File: config.mk
export PLATFORM = sky130hd
export DESIGN_NAME = nonce_hub
export DESIGN_NICKNAME = d
export VERILOG_FILES = /design/src/rtl/nonce_hub_pkg.sv /design/src/rtl/nonce_fifo.sv /design/src/rtl/nonce_hub.sv
export SDC_FILE = /design/constraint.sdc
export NUM_CORES = 1
export LEC_CHECK = 0
export ABC_CLOCK_PERIOD_IN_PS = 2980
export CAP_MARGIN = 10
export CORE_MARGIN = 5
export CORE_UTILIZATION = 51
export DETAILED_ROUTE_END_ITERATION = 10
export GPL_ROUTABILITY_DRIVEN = 0
export PLACE_DENSITY = 0.75
export SYNTH_ARGS = -nofsm -noshare
export SYNTH_HDL_FRONTEND = slang
export SYNTH_HIERARCHICAL = 1
export SYNTH_SLANG_ARGS = --single-unit
File: constraint.sdc
create_clock -name uart_clk -period 2.98 [get_ports uart_clk]
set_clock_uncertainty 0.05 [all_clocks]
set_input_delay 0.447 -clock uart_clk [delete_from_list [all_inputs] [get_ports uart_clk]]
set_output_delay 0.447 -clock uart_clk [all_outputs]
set_load 0.05 [all_outputs]
File: src/rtl/nonce_hub_pkg.sv
// ============================================================
// Package : nonce_hub_pkg -- shared FSM encoding, widths and clog2 helper
// Rev     : 1.0
// ============================================================
`default_nettype none

package nonce_hub_pkg;

    typedef enum logic [1:0] {
        IDLE = 2'd0,
        SEND = 2'd1,
        WAIT = 2'd2
    } state_t;

    localparam int DROP_W = 16;

    function automatic int clog2(input int value);
        int res;
        int v;
        res = 0;
        v   = value - 1;
        while (v > 0) begin
            res++;
            v = v >> 1;
        end
        return res;
    endfunction

endpackage

`default_nettype wire

File: src/rtl/nonce_fifo.sv
// ============================================================
// Module : nonce_fifo -- show-ahead FIFO; a push into a full FIFO is taken when a pop coincides
// Rev    : 1.0
// ============================================================
`default_nettype none

module nonce_fifo
    import nonce_hub_pkg::*;
#(
    parameter int WIDTH = 32,
    parameter int DEPTH = 4
) (
    input  logic             clk,
    input  logic             rst_n,
    input  logic             push,
    input  logic [WIDTH-1:0] push_data,
    input  logic             pop,
    output logic [WIDTH-1:0] pop_data,
    output logic             empty,
    output logic             full
);

    localparam int AW = clog2(DEPTH);

    logic [WIDTH-1:0] r_mem [DEPTH];
    logic [AW-1:0]    r_wr_ptr;
    logic [AW-1:0]    r_rd_ptr;
    logic [AW:0]      r_count;
    logic             w_do_pop;
    logic             w_do_push;

    assign empty     = (r_count == '0);
    assign full      = (r_count == (AW+1)'(DEPTH));
    assign pop_data  = r_mem[r_rd_ptr];
    assign w_do_pop  = pop && !empty;
    assign w_do_push = push && (!full || w_do_pop);

    always_ff @(posedge clk) begin
        if (w_do_push) begin
            r_mem[r_wr_ptr] <= push_data;
        end
    end

    // Pointers wrap naturally because DEPTH is a power of two.
    always_ff @(posedge clk or negedge rst_n) begin
        if (!rst_n) begin
            r_wr_ptr <= '0;
            r_rd_ptr <= '0;
            r_count  <= '0;
        end else begin
            if (w_do_push) r_wr_ptr <= r_wr_ptr + AW'(1);
            if (w_do_pop)  r_rd_ptr <= r_rd_ptr + AW'(1);
            case ({w_do_push, w_do_pop})
                2'b10:   r_count <= r_count + (AW+1)'(1);
                2'b01:   r_count <= r_count - (AW+1)'(1);
                default: r_count <= r_count;
            endcase
        end
    end

endmodule

`default_nettype wire

File: src/rtl/nonce_hub.sv
// ============================================================
// Module : nonce_hub -- per-slave nonce queues drained round-robin into the UART sender
// Rev    : 1.0
// ============================================================
`default_nettype none

module nonce_hub
    import nonce_hub_pkg::*;
#(
    parameter  int SLAVES  = 2,
    parameter  int NONCE_W = 32,
    parameter  int DEPTH   = 4,
    parameter  int GUARD   = 2,
    localparam int SW      = (clog2(SLAVES) > 1) ? clog2(SLAVES) : 1
) (
    input  logic                      uart_clk,
    input  logic                      reset_n,
    input  logic [SLAVES-1:0]         new_nonces,
    input  logic [SLAVES*NONCE_W-1:0] slave_nonces,
    input  logic                      serial_busy,
    input  logic                      clear_stats,
    output logic [NONCE_W-1:0]        golden_nonce,
    output logic [SW-1:0]             golden_slave,
    output logic                      serial_send,
    output logic [SLAVES-1:0]         overflow,
    output logic [DROP_W-1:0]         drop_count
);

    localparam int GW   = (clog2(GUARD + 1) > 1) ? clog2(GUARD + 1) : 1;
    localparam int SUMW = DROP_W + SW + 1;

    state_t              r_state;
    state_t              w_next;
    logic [GW-1:0]       r_guard;
    logic [SW-1:0]       r_rr;
    logic [SW-1:0]       w_winner;
    logic [SW-1:0]       w_idx;
    logic                w_found;
    logic                w_launch;
    logic [SLAVES-1:0]   w_pop;
    logic [SLAVES-1:0]   w_empty;
    logic [SLAVES-1:0]   w_full;
    logic [SLAVES-1:0]   w_drop;
    logic [SUMW-1:0]     w_sum;
    logic [NONCE_W-1:0]  w_fifo_data [SLAVES];

    for (genvar i = 0; i < SLAVES; i++) begin : g_fifo
        nonce_fifo #(
            .WIDTH (NONCE_W),
            .DEPTH (DEPTH)
        ) u_fifo (
            .clk       (uart_clk),
            .rst_n     (reset_n),
            .push      (new_nonces[i]),
            .push_data (slave_nonces[i*NONCE_W +: NONCE_W]),
            .pop       (w_pop[i]),
            .pop_data  (w_fifo_data[i]),
            .empty     (w_empty[i]),
            .full      (w_full[i])
        );
    end

    // First non-empty queue at or after rr_ptr, wrapping around.
    always_comb begin
        w_found  = 1'b0;
        w_winner = '0;
        w_idx    = '0;
        for (int k = 0; k < SLAVES; k++) begin
            w_idx = SW'((int'(r_rr) + k) % SLAVES);
            if (!w_found && !w_empty[w_idx]) begin
                w_found  = 1'b1;
                w_winner = w_idx;
            end
        end
    end

    assign w_launch = (r_state == IDLE) && !serial_busy && w_found;
    assign w_pop    = w_launch ? (SLAVES'(1) << w_winner) : '0;
    assign w_drop   = new_nonces & w_full & ~w_pop;

    always_ff @(posedge uart_clk or negedge reset_n) begin
        if (!reset_n) r_state <= IDLE;
        else          r_state <= w_next;
    end

    // WAIT lasts GUARD cycles at minimum, giving a strobe spacing of 2+GUARD.
    always_comb begin
        w_next = r_state;
        case (r_state)
            IDLE:    if (w_launch) w_next = SEND;
            SEND:    w_next = WAIT;
            WAIT:    if ((r_guard <= GW'(1)) && !serial_busy) w_next = IDLE;
            default: w_next = IDLE;
        endcase
    end

    always_ff @(posedge uart_clk or negedge reset_n) begin
        if (!reset_n) begin
            serial_send  <= 1'b0;
            golden_nonce <= '0;
            golden_slave <= '0;
            r_rr         <= '0;
            r_guard      <= '0;
        end else begin
            serial_send <= w_launch;
            if (w_launch) begin
                golden_nonce <= w_fifo_data[w_winner];
                golden_slave <= w_winner;
                r_rr         <= (w_winner == SW'(SLAVES - 1)) ? '0 : w_winner + SW'(1);
            end
            if (r_state == SEND) begin
                r_guard <= GW'(GUARD);
            end else if ((r_state == WAIT) && (r_guard != '0)) begin
                r_guard <= r_guard - GW'(1);
            end
        end
    end

    always_comb begin
        w_sum = clear_stats ? '0 : SUMW'(drop_count);
        for (int i = 0; i < SLAVES; i++) begin
            w_sum = w_sum + SUMW'(w_drop[i]);
        end
    end

    always_ff @(posedge uart_clk or negedge reset_n) begin
        if (!reset_n) begin
            overflow   <= '0;
            drop_count <= '0;
        end else begin
            overflow   <= (clear_stats ? '0 : overflow) | w_drop;
            drop_count <= (|w_sum[SUMW-1:DROP_W]) ? '1 : w_sum[DROP_W-1:0];
        end
    end

endmodule

`default_nettype wire

# Word level (Yosys, flattened, before mapping)

Memories as Yosys holds them, arrays and structs flattened.
Cells that the tools add are included.

Bitwise operators: 5
Eq/ne operators: 10
Mux-type cells: 27
Shift operators: 1
Add/sub/neg operators: 13
Magnitude comparators: 4
Reduce and logical (&&, ||, !) cells: 26

Operators by type and width:

| cell                  | number |
|---|---|
| $mux W32              | 3 |
| $mux W16              | 2 |
| $add A17 B1 Y18       | 1 |
| $add A16 B1 Y17       | 1 |
| $mux W1               | 13 |
| $mux W2               | 6 |
| $pmux W3 S2           | 2 |
| $logic_and A1 B1 Y1   | 9 |
| $add A2 B1 Y2 const B | 4 |
| $reduce_bool A2 Y1    | 4 |
| $add A3 B1 Y3 const B | 2 |
| $eq A2 B1 Y1 const B  | 3 |
| $eq A2 B2 Y1 const B  | 3 |
| $eq A3 B3 Y1 const B  | 2 |
| $logic_not A1 Y1      | 6 |
| $logic_not A3 Y1      | 2 |
| $pmux W2 S3           | 1 |
| $sub A3 B1 Y3 const B | 2 |
| $and A2 B2 Y2         | 2 |
| $lt A1 B2 Y1 const B  | 2 |
| $ne A2 B2 Y1 const B  | 2 |
| $add A1 B1 Y1 const B | 2 |
| $ge A2 B2 Y1 const B  | 1 |
| $le A2 B1 Y1 const B  | 1 |
| other kinds (9)       | 10 |

Register bits: 71
Bits of input ports: 70
Memories kept: 2
Logic and storage cells: 102
RAM bits: 256
Output and inout bits: 52

Memories:

| name                   | words | bits a word | read ports | clocked after memory_dff | write ports | RTL line         | RTL |
|---|---|---|---|---|---|---|---|
| g_fifo[0].u_fifo.r_mem | 4     | 32          | 1          | 0                        | 1           | nonce_fifo.sv:25 | `logic [WIDTH-1:0] r_mem [DEPTH];` |
| g_fifo[1].u_fifo.r_mem | 4     | 32          | 1          | 0                        | 1           | nonce_fifo.sv:25 |  |

# Longest topological paths before layout

Depth in word-level cells: 14
Depth in mapped cells: 14
Mapped depth without buffers: 11

# By module

Netlist, hierarchy kept.

Modules (own cells, without submodules):

| module                         | area an instance (um^2) | cells each | seq. area each (um^2) | times used |
|---|---|---|---|---|
| nonce_fifo at g_fifo[0].u_fifo | 5107.4                  | 214        | 4018.9                | 1 |
| nonce_fifo at g_fifo[1].u_fifo | 5046.1                  | 206        | 4018.9                | 1 |
| nonce_hub                      | 2706.3                  | 270        | 1426.4                | 1 |

# Worst setup path after synthesis

OpenSTA, ideal clock, no wires.

Kind: register to register
Start: reg g_fifo[0].u_fifo.r_count[0]
End: reg drop_count[8]
Path slack: -0.074 ns
Library setup time: 0.128 ns
Stages on the path, launching flop included: 14
Path buffers: 2
Data arrival time: 2.877 ns
Cells stage by stage: dfrtp_1 > nor3_1 > a2111o_1 > buf_6 > inv_2 > and2_4 > buf_8 > nor2_1 > fa_1 > ha_1 > nand4_1 > or4_1 > nor4b_1 > nor2_1

Longest elaborated chain between the ends: 14

RTL lines:

| item                                        | RTL line         | RTL |
|---|---|---|
| start, declared                             | nonce_fifo.sv:28 | `logic [AW:0] r_count;` |
| start signal, assigned                      | nonce_fifo.sv:54 | `2'b10: r_count <= r_count + (AW+1)'(1);` |
| start signal, assigned                      | nonce_fifo.sv:55 | `2'b01: r_count <= r_count - (AW+1)'(1);` |
| start signal, assigned                      | nonce_fifo.sv:56 | `default: r_count <= r_count;` |
| $logic_not A3 Y1 (*)                        | nonce_fifo.sv:32 | `assign empty = (r_count == '0);` |
| named net w_empty[0]                        | nonce_hub.sv:41  | `logic [SLAVES-1:0] w_empty;` |
| $mux W1 (not written as such) (2 in series) | nonce_hub.sv:70  | `if (!w_found && !w_empty[w_idx]) begin` |
| $logic_not A1 Y1                            | nonce_hub.sv:70  |  |
| $logic_and A1 B1 Y1                         | nonce_hub.sv:70  |  |
| $mux W1 (*)                                 | nonce_hub.sv:70  |  |
| $logic_and A1 B1 Y1 (*)                     | nonce_hub.sv:77  | `assign w_launch = (r_state == IDLE) && !serial_busy && w_found;` |
| named net w_launch                          | nonce_hub.sv:39  | `logic w_launch;` |
| $mux W2 (*)                                 | nonce_hub.sv:78  | `assign w_pop = w_launch ? (SLAVES'(1) << w_winner) : '0;` |
| $not A2 Y2 (*)                              | nonce_hub.sv:79  | `assign w_drop = new_nonces & w_full & ~w_pop;` |
| $and A2 B2 Y2 (*)                           | nonce_hub.sv:79  |  |
| $add A16 B1 Y17                             | nonce_hub.sv:122 | `w_sum = w_sum + SUMW'(w_drop[i]);` |
| $add A17 B1 Y18 (*)                         | nonce_hub.sv:122 |  |
| $reduce_or A2 Y1                            | nonce_hub.sv:132 | `drop_count <= (\|w_sum[SUMW-1:DROP_W]) ? '1 : w_sum[DROP_W-1:0];` |
| $mux W16 (*)                                | nonce_hub.sv:132 |  |
| end signal, assigned                        | nonce_hub.sv:132 |  |
| end, declared                               | nonce_hub.sv:26  | `output logic [DROP_W-1:0] drop_count` |

The timed path passes the listed nets; every way through them passes the cells marked *. The select of a mux whose other input is x is not followed.
A chain may end at the register's enable or synchronous reset.

# Final worst setup path

Start: reg g_fifo[0].u_fifo.r_count[0]
End: reg g_fifo[1].u_fifo.r_count[2]

Longest elaborated chain between the ends: 13

RTL lines:

| item                                                 | RTL line                         | RTL |
|---|---|---|
| $logic_not A3 Y1 (*)                                 | nonce_fifo.sv:32                 |  |
| named net w_empty[0]                                 | nonce_hub.sv:41                  |  |
| $mux W1 (not written as such) (2 in series)          | nonce_hub.sv:70                  |  |
| $logic_not A1 Y1                                     | nonce_hub.sv:70                  |  |
| $logic_and A1 B1 Y1                                  | nonce_hub.sv:70                  |  |
| $mux W1                                              | nonce_hub.sv:70                  |  |
| $shl A1 B1 Y2 or $logic_and A1 B1 Y1 (tied branches) | nonce_hub.sv:78, nonce_hub.sv:77 |  |
| $mux W2 (*)                                          | nonce_hub.sv:78                  |  |
| $logic_and A1 B1 Y1 (*)                              | nonce_fifo.sv:35                 | `assign w_do_pop = pop && !empty;` |
| named net g_fifo[1].u_fifo.w_do_pop                  | nonce_fifo.sv:29                 | `logic w_do_pop;` |
| $logic_or A1 B1 Y1                                   | nonce_fifo.sv:36                 | `assign w_do_push = push && (!full \|\| w_do_pop);` |
| $logic_and A1 B1 Y1                                  | nonce_fifo.sv:36                 |  |
| $eq A2 B1 Y1 or $eq A2 B2 Y1 (tied branches)         | nonce_fifo.sv:53                 | `case ({w_do_push, w_do_pop})` |
| $pmux W3 S2 or $reduce_bool A2 Y1 (tied branches)    | -                                |  |
| end signal, assigned                                 | nonce_fifo.sv:54                 |  |
| end signal, assigned                                 | nonce_fifo.sv:55                 |  |
| end signal, assigned                                 | nonce_fifo.sv:56                 |  |
| end, declared                                        | nonce_fifo.sv:28                 |  |

Marks and branches as above.

==> impl_summary.log <==
INFO  metric run_status = finished with violations
INFO  metric violations = hold timing
INFO  metric via_per_inst = 5.53
INFO  metric synthesis.instances = 690
INFO  metric place.detailed.hpwl = 17400 microns
INFO  metric timing.critical_path.to_type = register
INFO  metric detailroute.via_count = 6738
INFO  metric synth_nets = 775
INFO  metric pwr_density_cell = 993 nW/um^2
INFO  metric postSynthAreaPerCell = 18.6 sq um
INFO  metric yosys_top_cell_by_area = edfxtp_1
INFO  metric final_nets = 948
INFO  metric drt_pre_antenna_iters = 5
INFO  metric n_antenna_cell = 0
INFO  metric postCtsHoldBufs = 0
INFO  metric cts.htree.levels = 1
INFO  metric grt_use_total = 18.2%
INFO  metric io_pins = 122
INFO  metric path_clk_slew = 0.06 ns
INFO  metric ys_seq_elements = 327
INFO  metric yosys_warnings = 6
INFO  metric route.detailed.drc = 0
INFO  metric p_total = 15.7 mW
INFO  metric max_cap_viol_count = 0
INFO  metric final-setup-viol-count = 0
INFO  metric finalCritPeriodShare = 94.0%
INFO  metric worst_slew_pin_slew = 0.916 ns
INFO  metric yosysTopAreaCellShare = 59.8%
INFO  metric tritoncts = built
INFO  metric final.hold.worst_slack = -0.0160 ns
INFO  metric rows = 58
INFO  metric worst_ir_drop_vdd = 0.00104 V
INFO  metric relSlewSlack = 38.9%
INFO  metric drive_gt1_share = 21.2%
INFO  metric timing.final.crit_period = 2.80 ns
INFO  metric area_growth_syn_to_layout = 23.1%
INFO  metric grt_remaining_overflow = 0
INFO  metric number_of_buffers_added_by_the_clock_tree_synthesis_step = 31
INFO  metric clkSinkCount = 327
INFO  metric detail-route-antenna-nets = 0
INFO  metric cts_root_buffer = clkbuf_16
INFO  metric critPathKind = reg2reg
INFO  metric rsz_0062_raised_after_global_routing = false
INFO  metric clockBufferDepth = 3
INFO  metric r2r_setup_slack = 0.18 ns
INFO  metric timing.fmax = 357 MHz
INFO  metric die-width = 169 microns
INFO  metric cts-resized-gates = 0
INFO  metric postSynth.asyncResetShare = 21.7%
INFO  metric antenna_found_initial = 0
INFO  metric timing.rr.end = g_fifo[1].u_fifo/r_count[2]
INFO  metric pin_count_of_the_biggest_net_entering_global_routing = 72
INFO  metric biggest_fanout_along_the_worst_timing_path = 35
INFO  metric post-cts-setup-buffers = 0
INFO  metric vertical_extent_of_the_die = 169 microns
INFO  metric netlist_top_cells_area = edfxtp_1, dfrtp_1, mux4_2
INFO  metric totalWireLength = 25700 microns
INFO  metric syn_area = 12900 sq um
INFO  metric numPortBuffers = 121
INFO  metric seq_area_frac_synth = 73.6%
INFO  metric cp_data_required_time = 3.40 ns
INFO  metric regToRegStartpoint = g_fifo[0].u_fifo/r_count[0]
INFO  metric dominantRegCellSynth = edfxtp_1
INFO  metric synth_cell_type_count = 59
INFO  metric hp-class = in2async
INFO  metric clk-insertion-delay-late = 0.55 ns
INFO  metric layout.filler_cells = 1740
INFO  metric crit_path_start_kind = register
INFO  metric finalCoreUtilization = 63.2%
INFO  metric placeableCoreArea = 25000 sq um
INFO  metric initialDrtViolationCount = 488
INFO  metric floorplan.initialDensity = 51.4%
INFO  metric worst_r2r_path_depth = 11
INFO  metric die-area = 28500 sq um
INFO  metric grt_first_pass_wirelength = 39900 microns
INFO  metric synth_edf_count = 256
INFO  metric slew_viol_final = 0
INFO  metric first_global_vias = 7050
INFO  metric cp.arrival = 3.22 ns
INFO  metric hold_viol_final = 10
INFO  metric routed_length_per_instance = 21.1 microns
INFO  metric leakage_component_of_the_power = 5.71 nW
## critical path: stages (launching register included)
cell      delay (ns)
dfrtp_1         0.39
nor3_2          0.29
o21bai_1        0.19
nor4_4          0.22
buf_6           0.32
o31a_2          0.23
ha_1            0.18
inv_1           0.06
fa_1            0.37
xor2_1          0.15
nor2_1          0.12
xor2_1          0.15
## worst max path at each step
stage                                startpoint                     endpoint  slack [ns]  depth (start not counted)
floorplan           g_fifo[0].u_fifo/r_count[0]                drop_count[8]        0.01                         13
global placement                    serial_busy  g_fifo[1].u_fifo/r_count[2]      0.0003                         11
detailed placement                  serial_busy  g_fifo[1].u_fifo/r_count[2]       -0.05                         11
CTS                 g_fifo[1].u_fifo/r_count[0]                drop_count[8]        0.08                         11
global route        g_fifo[1].u_fifo/r_count[0]                drop_count[8]        0.02                         11
finish              g_fifo[0].u_fifo/r_count[0]  g_fifo[1].u_fifo/r_count[2]        0.18                         11
## metrics by stage
stage          cells  area (sq um)  hold slack, ns  worst slack [ns]  setup TNS, ns
2_1_floorplan    690         12900           0.101            0.0124              0
3_3_place_gp    1160         14800           0.417          0.000317              0
3_5_place_dp    1160         14800           0.423           -0.0503         -0.143
4_1_cts         1218         15800         0.00405            0.0809              0
5_1_grt         1218         15800          0.0537            0.0160              0
6_report        1218         15800         -0.0160             0.178              0
## power by group
group,internal (mW),total [mW],switching (mW)
Clock,2.20,3.77,1.58
Sequential,6.09,6.71,0.624
Combinational,2.34,5.24,2.90
## per-layer routing
metal	wire, microns	part of all wire [%]	global-route usage, %	vias to the layer above
li1	-	-	-	3054
met1	10400	40	24.1	3459
met2	13500	52	31.5	192
met3	1380	5.4	3.81	33
met4	478	1.9	4.06	0
met5	0	0	0	-
## Yosys cell counts (2+ instances only)
| cell type | number |
|---|---|
| a211oi_1 | 2 |
| a21o_1 | 5 |
| a21oi_1 | 4 |
| a22oi_1 | 33 |
| and2_1 | 4 |
| and2_2 | 4 |
| and3_1 | 5 |
| buf_2 | 10 |
| buf_4 | 5 |
| buf_6 | 2 |
| buf_8 | 4 |
| clkbuf_1 | 11 |
| dfrtp_1 | 71 |
| edfxtp_1 | 256 |
| fa_1 | 3 |
| ha_1 | 12 |
| inv_1 | 19 |
| mux2_1 | 2 |
| mux2i_1 | 2 |
| mux4_2 | 64 |
| nand2_1 | 75 |
| nand2b_1 | 3 |
| nand3_1 | 10 |
| nand4_1 | 5 |
| nor2_1 | 9 |
| nor2b_1 | 3 |
| nor3_1 | 2 |
| nor4_2 | 2 |
| nor4b_1 | 2 |
| o2111ai_1 | 2 |
| o21ai_0 | 12 |
| o22a_1 | 2 |
| xnor2_1 | 8 |
| xor2_1 | 12 |
## registers in the layout (all words and copies together), names as in the netlist
register                cells
r_rr                        1
r_state                     2
g_fifo.u_fifo/r_rd_ptr      4
r_guard                     2
serial_send                 1
g_fifo.u_fifo/r_wr_ptr      4
overflow                    2
golden_nonce               32
g_fifo.u_fifo/r_mem       256
golden_slave                1
drop_count                 16
g_fifo.u_fifo/r_count       6
## cell families after synthesis
| logic type | synth area share [%] |
|---|---|
| AO/OA/AOI/OAI | 3.99 |
| buffers and inverters | 2.23 |
| AND/OR/NAND/NOR | 5.45 |
| flip-flops | 73.6 |
| multiplexers | 11.7 |
| adder cells (fa/ha/maj) | 1.63 |
| XOR/XNOR | 1.36 |
## cell type report
class	count	area [sq um]	share of cell area, %
clock buffer	47	876	5.53
clock inverter	11	113	0.711
inverter	20	75.1	0.474
multi-input combinational	311	3130	19.8
sequential	327	9470	59.8
tap	330	413	2.61
timing repair buffer	172	1760	11.1
## placed cells by master, fill, tap and decap left out, drive strengths merged, types with 4 or more instances in the layout
master           n
clkinv           6
nand3           10
a22oi           33
xor2            12
and3             5
nor2             9
a21o             5
mux2             4
a21oi            4
buf             52
o21ai           12
mux4            64
dfrtp           71
nand4            5
ha              12
clkdlybuf4s50  120
clkbuf          47
inv             21
nand2           75
xnor2            8
and2             9
nor2b            4
edfxtp         256
No activity file was read; power rests on OpenSTA's default activity.
==> RTL edit (same settings) <==
The 3 states of `state_t` get a one-hot encoding in 3 bits.
--- a/src/rtl/nonce_hub_pkg.sv
+++ b/src/rtl/nonce_hub_pkg.sv
@@ -6,10 +6,10 @@
 
 package nonce_hub_pkg;
 
-    typedef enum logic [1:0] {
-        IDLE = 2'd0,
-        SEND = 2'd1,
-        WAIT = 2'd2
+    typedef enum logic [2:0] {
+        IDLE = 3'b001,
+        SEND = 3'b010,
+        WAIT = 3'b100
     } state_t;
 
     localparam int DROP_W = 16;
Function: same outputs for any inputs over 4 cycles, from zero or initial values and one cycle with reset_n low; so few cycles prove little.
==> RTL edit against the unedited design <==
- non-clock buffer count fell by 10
- via count rose by 1.2%
- wire length rose by 5.4%
- cell area rose by 2.0%
- area after synthesis rose by 1.8%
- clock power rose by 12%
- setup slack improved by 0.020 ns
- cell count barely moved
- sequential cell count rose by 1
- total power rose by 4.7%
- combinational power rose by 4.6%
- critical endpoint is now drop_count[13]
- largest cell class unchanged
==> RTL edit: results (changes against the unedited design) <==
Fin Hold WS: 0.4307 ns (+0.4467 ns)
Inverters excl. clock: 21 (+5.0%)
HPWL after DPL: 17,650 µm (+1.7%)
status: finished clean
Avg Vias per Cell: 5.604 (+1.3%)
register share of the cell area: 58.80% (-0.99 points)
power density of the placed cells: 1020 mW/mm² (+2.6%)
non-clock buffering overhead in the final layout: 10.18% (-0.92 points)
Switching Fraction: 32.37% (-0.058 points)
GRT Total Usage: 19.00% (+0.77 points)
biggest registers after layout: g_fifo.u_fifo/r_mem (256), golden_nonce (32), drop_count (16)
Reg2Reg Setup Slack: 0.20 ns (+0.02 ns)
Clock buffer cells: 38 (-19%)
Adder-Cell Fraction of Synth Area: 1.606% (-0.028 points)
fraction of standard cell area in multi-input logic: 21.00% (+1.2 points)
worst setup path startpoint: g_fifo[0].u_fifo/r_count[0]
Lkg Pwr: 5.935 nW (+4.0%)
peak per-stage delay on the critical path: 0.41 ns (+0.02 ns)
number of inserted filler cells in the final layout: 1,744 (+0.23%)
Syn Nets: 782 (+0.90%)
critical path fanouts, max: 6 (-83%)
final sequential cell count: 328 (+0.31%)
post-place instance area: 0.01499 mm² (+1.1%)
number of combinational gates with multiple inputs: 317 (+1.9%)
crit path to: drop_count[13]
xor and xnor fraction of the mapped netlist area: 1.272% (-0.091 points)
fraction of final layout cells with drive strength greater than 1: 23.02% (+1.9 points)
average wire per cell in the routed design: 22.28 µm (+5.5%)
first-pass GRT wire length: 42,330 µm (+6.0%)
main area contributors after synthesis: sky130_fd_sc_hd__edfxtp_1 59%, sky130_fd_sc_hd__dfrtp_1 14%, sky130_fd_sc_hd__mux4_2 11%
share of final layout cell area taken by clock buffers and inverters: 6.958% (+0.71 points)
number of antenna cells inserted: 1 (+1)
proportion of power drawn by the clock network: 25.7% (+1.7 points)
number of nets at the end of the flow: 946 (-0.21%)
distinct cell type count of the synthesized netlist: 61 (+3.4%)
Register Area: 0.009495 mm² (+0.30%)
initial antenna violation count: 4 (+4)
async set or reset register ratio after synthesis: 21.95% (+0.24 points)
data arrival time at the worst-slack endpoint: 3.15 ns (-0.07 ns)
most used standard cells in the synthesized netlist: 256 x sky130_fd_sc_hd__edfxtp_1, 71 x sky130_fd_sc_hd__dfrtp_1, 64 x sky130_fd_sc_hd__mux4_2, 46 x sky130_fd_sc_hd__nand2_1, 34 x sky130_fd_sc_hd__mux2i_1
compound-gate portion of the synthesized area: 3.174% (-0.82 points)
prevailing post-synth register cell: sky130_fd_sc_hd__edfxtp_1
peak supply drop: 0.7042 mV (-33%)
slew at the pin closest to its max-slew limit: 0.8905 ns (-0.02575 ns)
Hold WC Path Type: reg2reg
maximum number of pins on one net before global-route repair: 68 (-5.6%)
-- RTL edit: cell types whose count changed after synthesis, sizes merged, moves of 4 or more --
cell	change
a22oi	-32
mux2i	+32
o21ai	+30
nand2	-27
nor2	+6
clkbuf	-5
nand4	-5
buf	+4
nor3	+4
-- RTL edit: routing by layer --
metal / part of all wire [%] / routed length [µm] / vias up / global-route usage [%]
met3: 6.1 / 1667 / 39 / 3.786
li1: - / - / 3041 / -
met2: 53 / 14280 / 209 / 33.18
met5: 0.16 / 43 / - / 0
met4: 1.5 / 408 / 6 / 4.444
met1: 40 / 10720 / 3525 / 24.89
-- RTL edit: per-stage QoR --
stage,std cells,worst slack [ns]
4_1_cts,1216,0.003081
3_3_place_gp,1157,-0.05352
3_5_place_dp,1157,-0.1704
6_report,1217,0.1971
2_1_floorplan,697,0.09866
5_1_grt,1217,0.04341
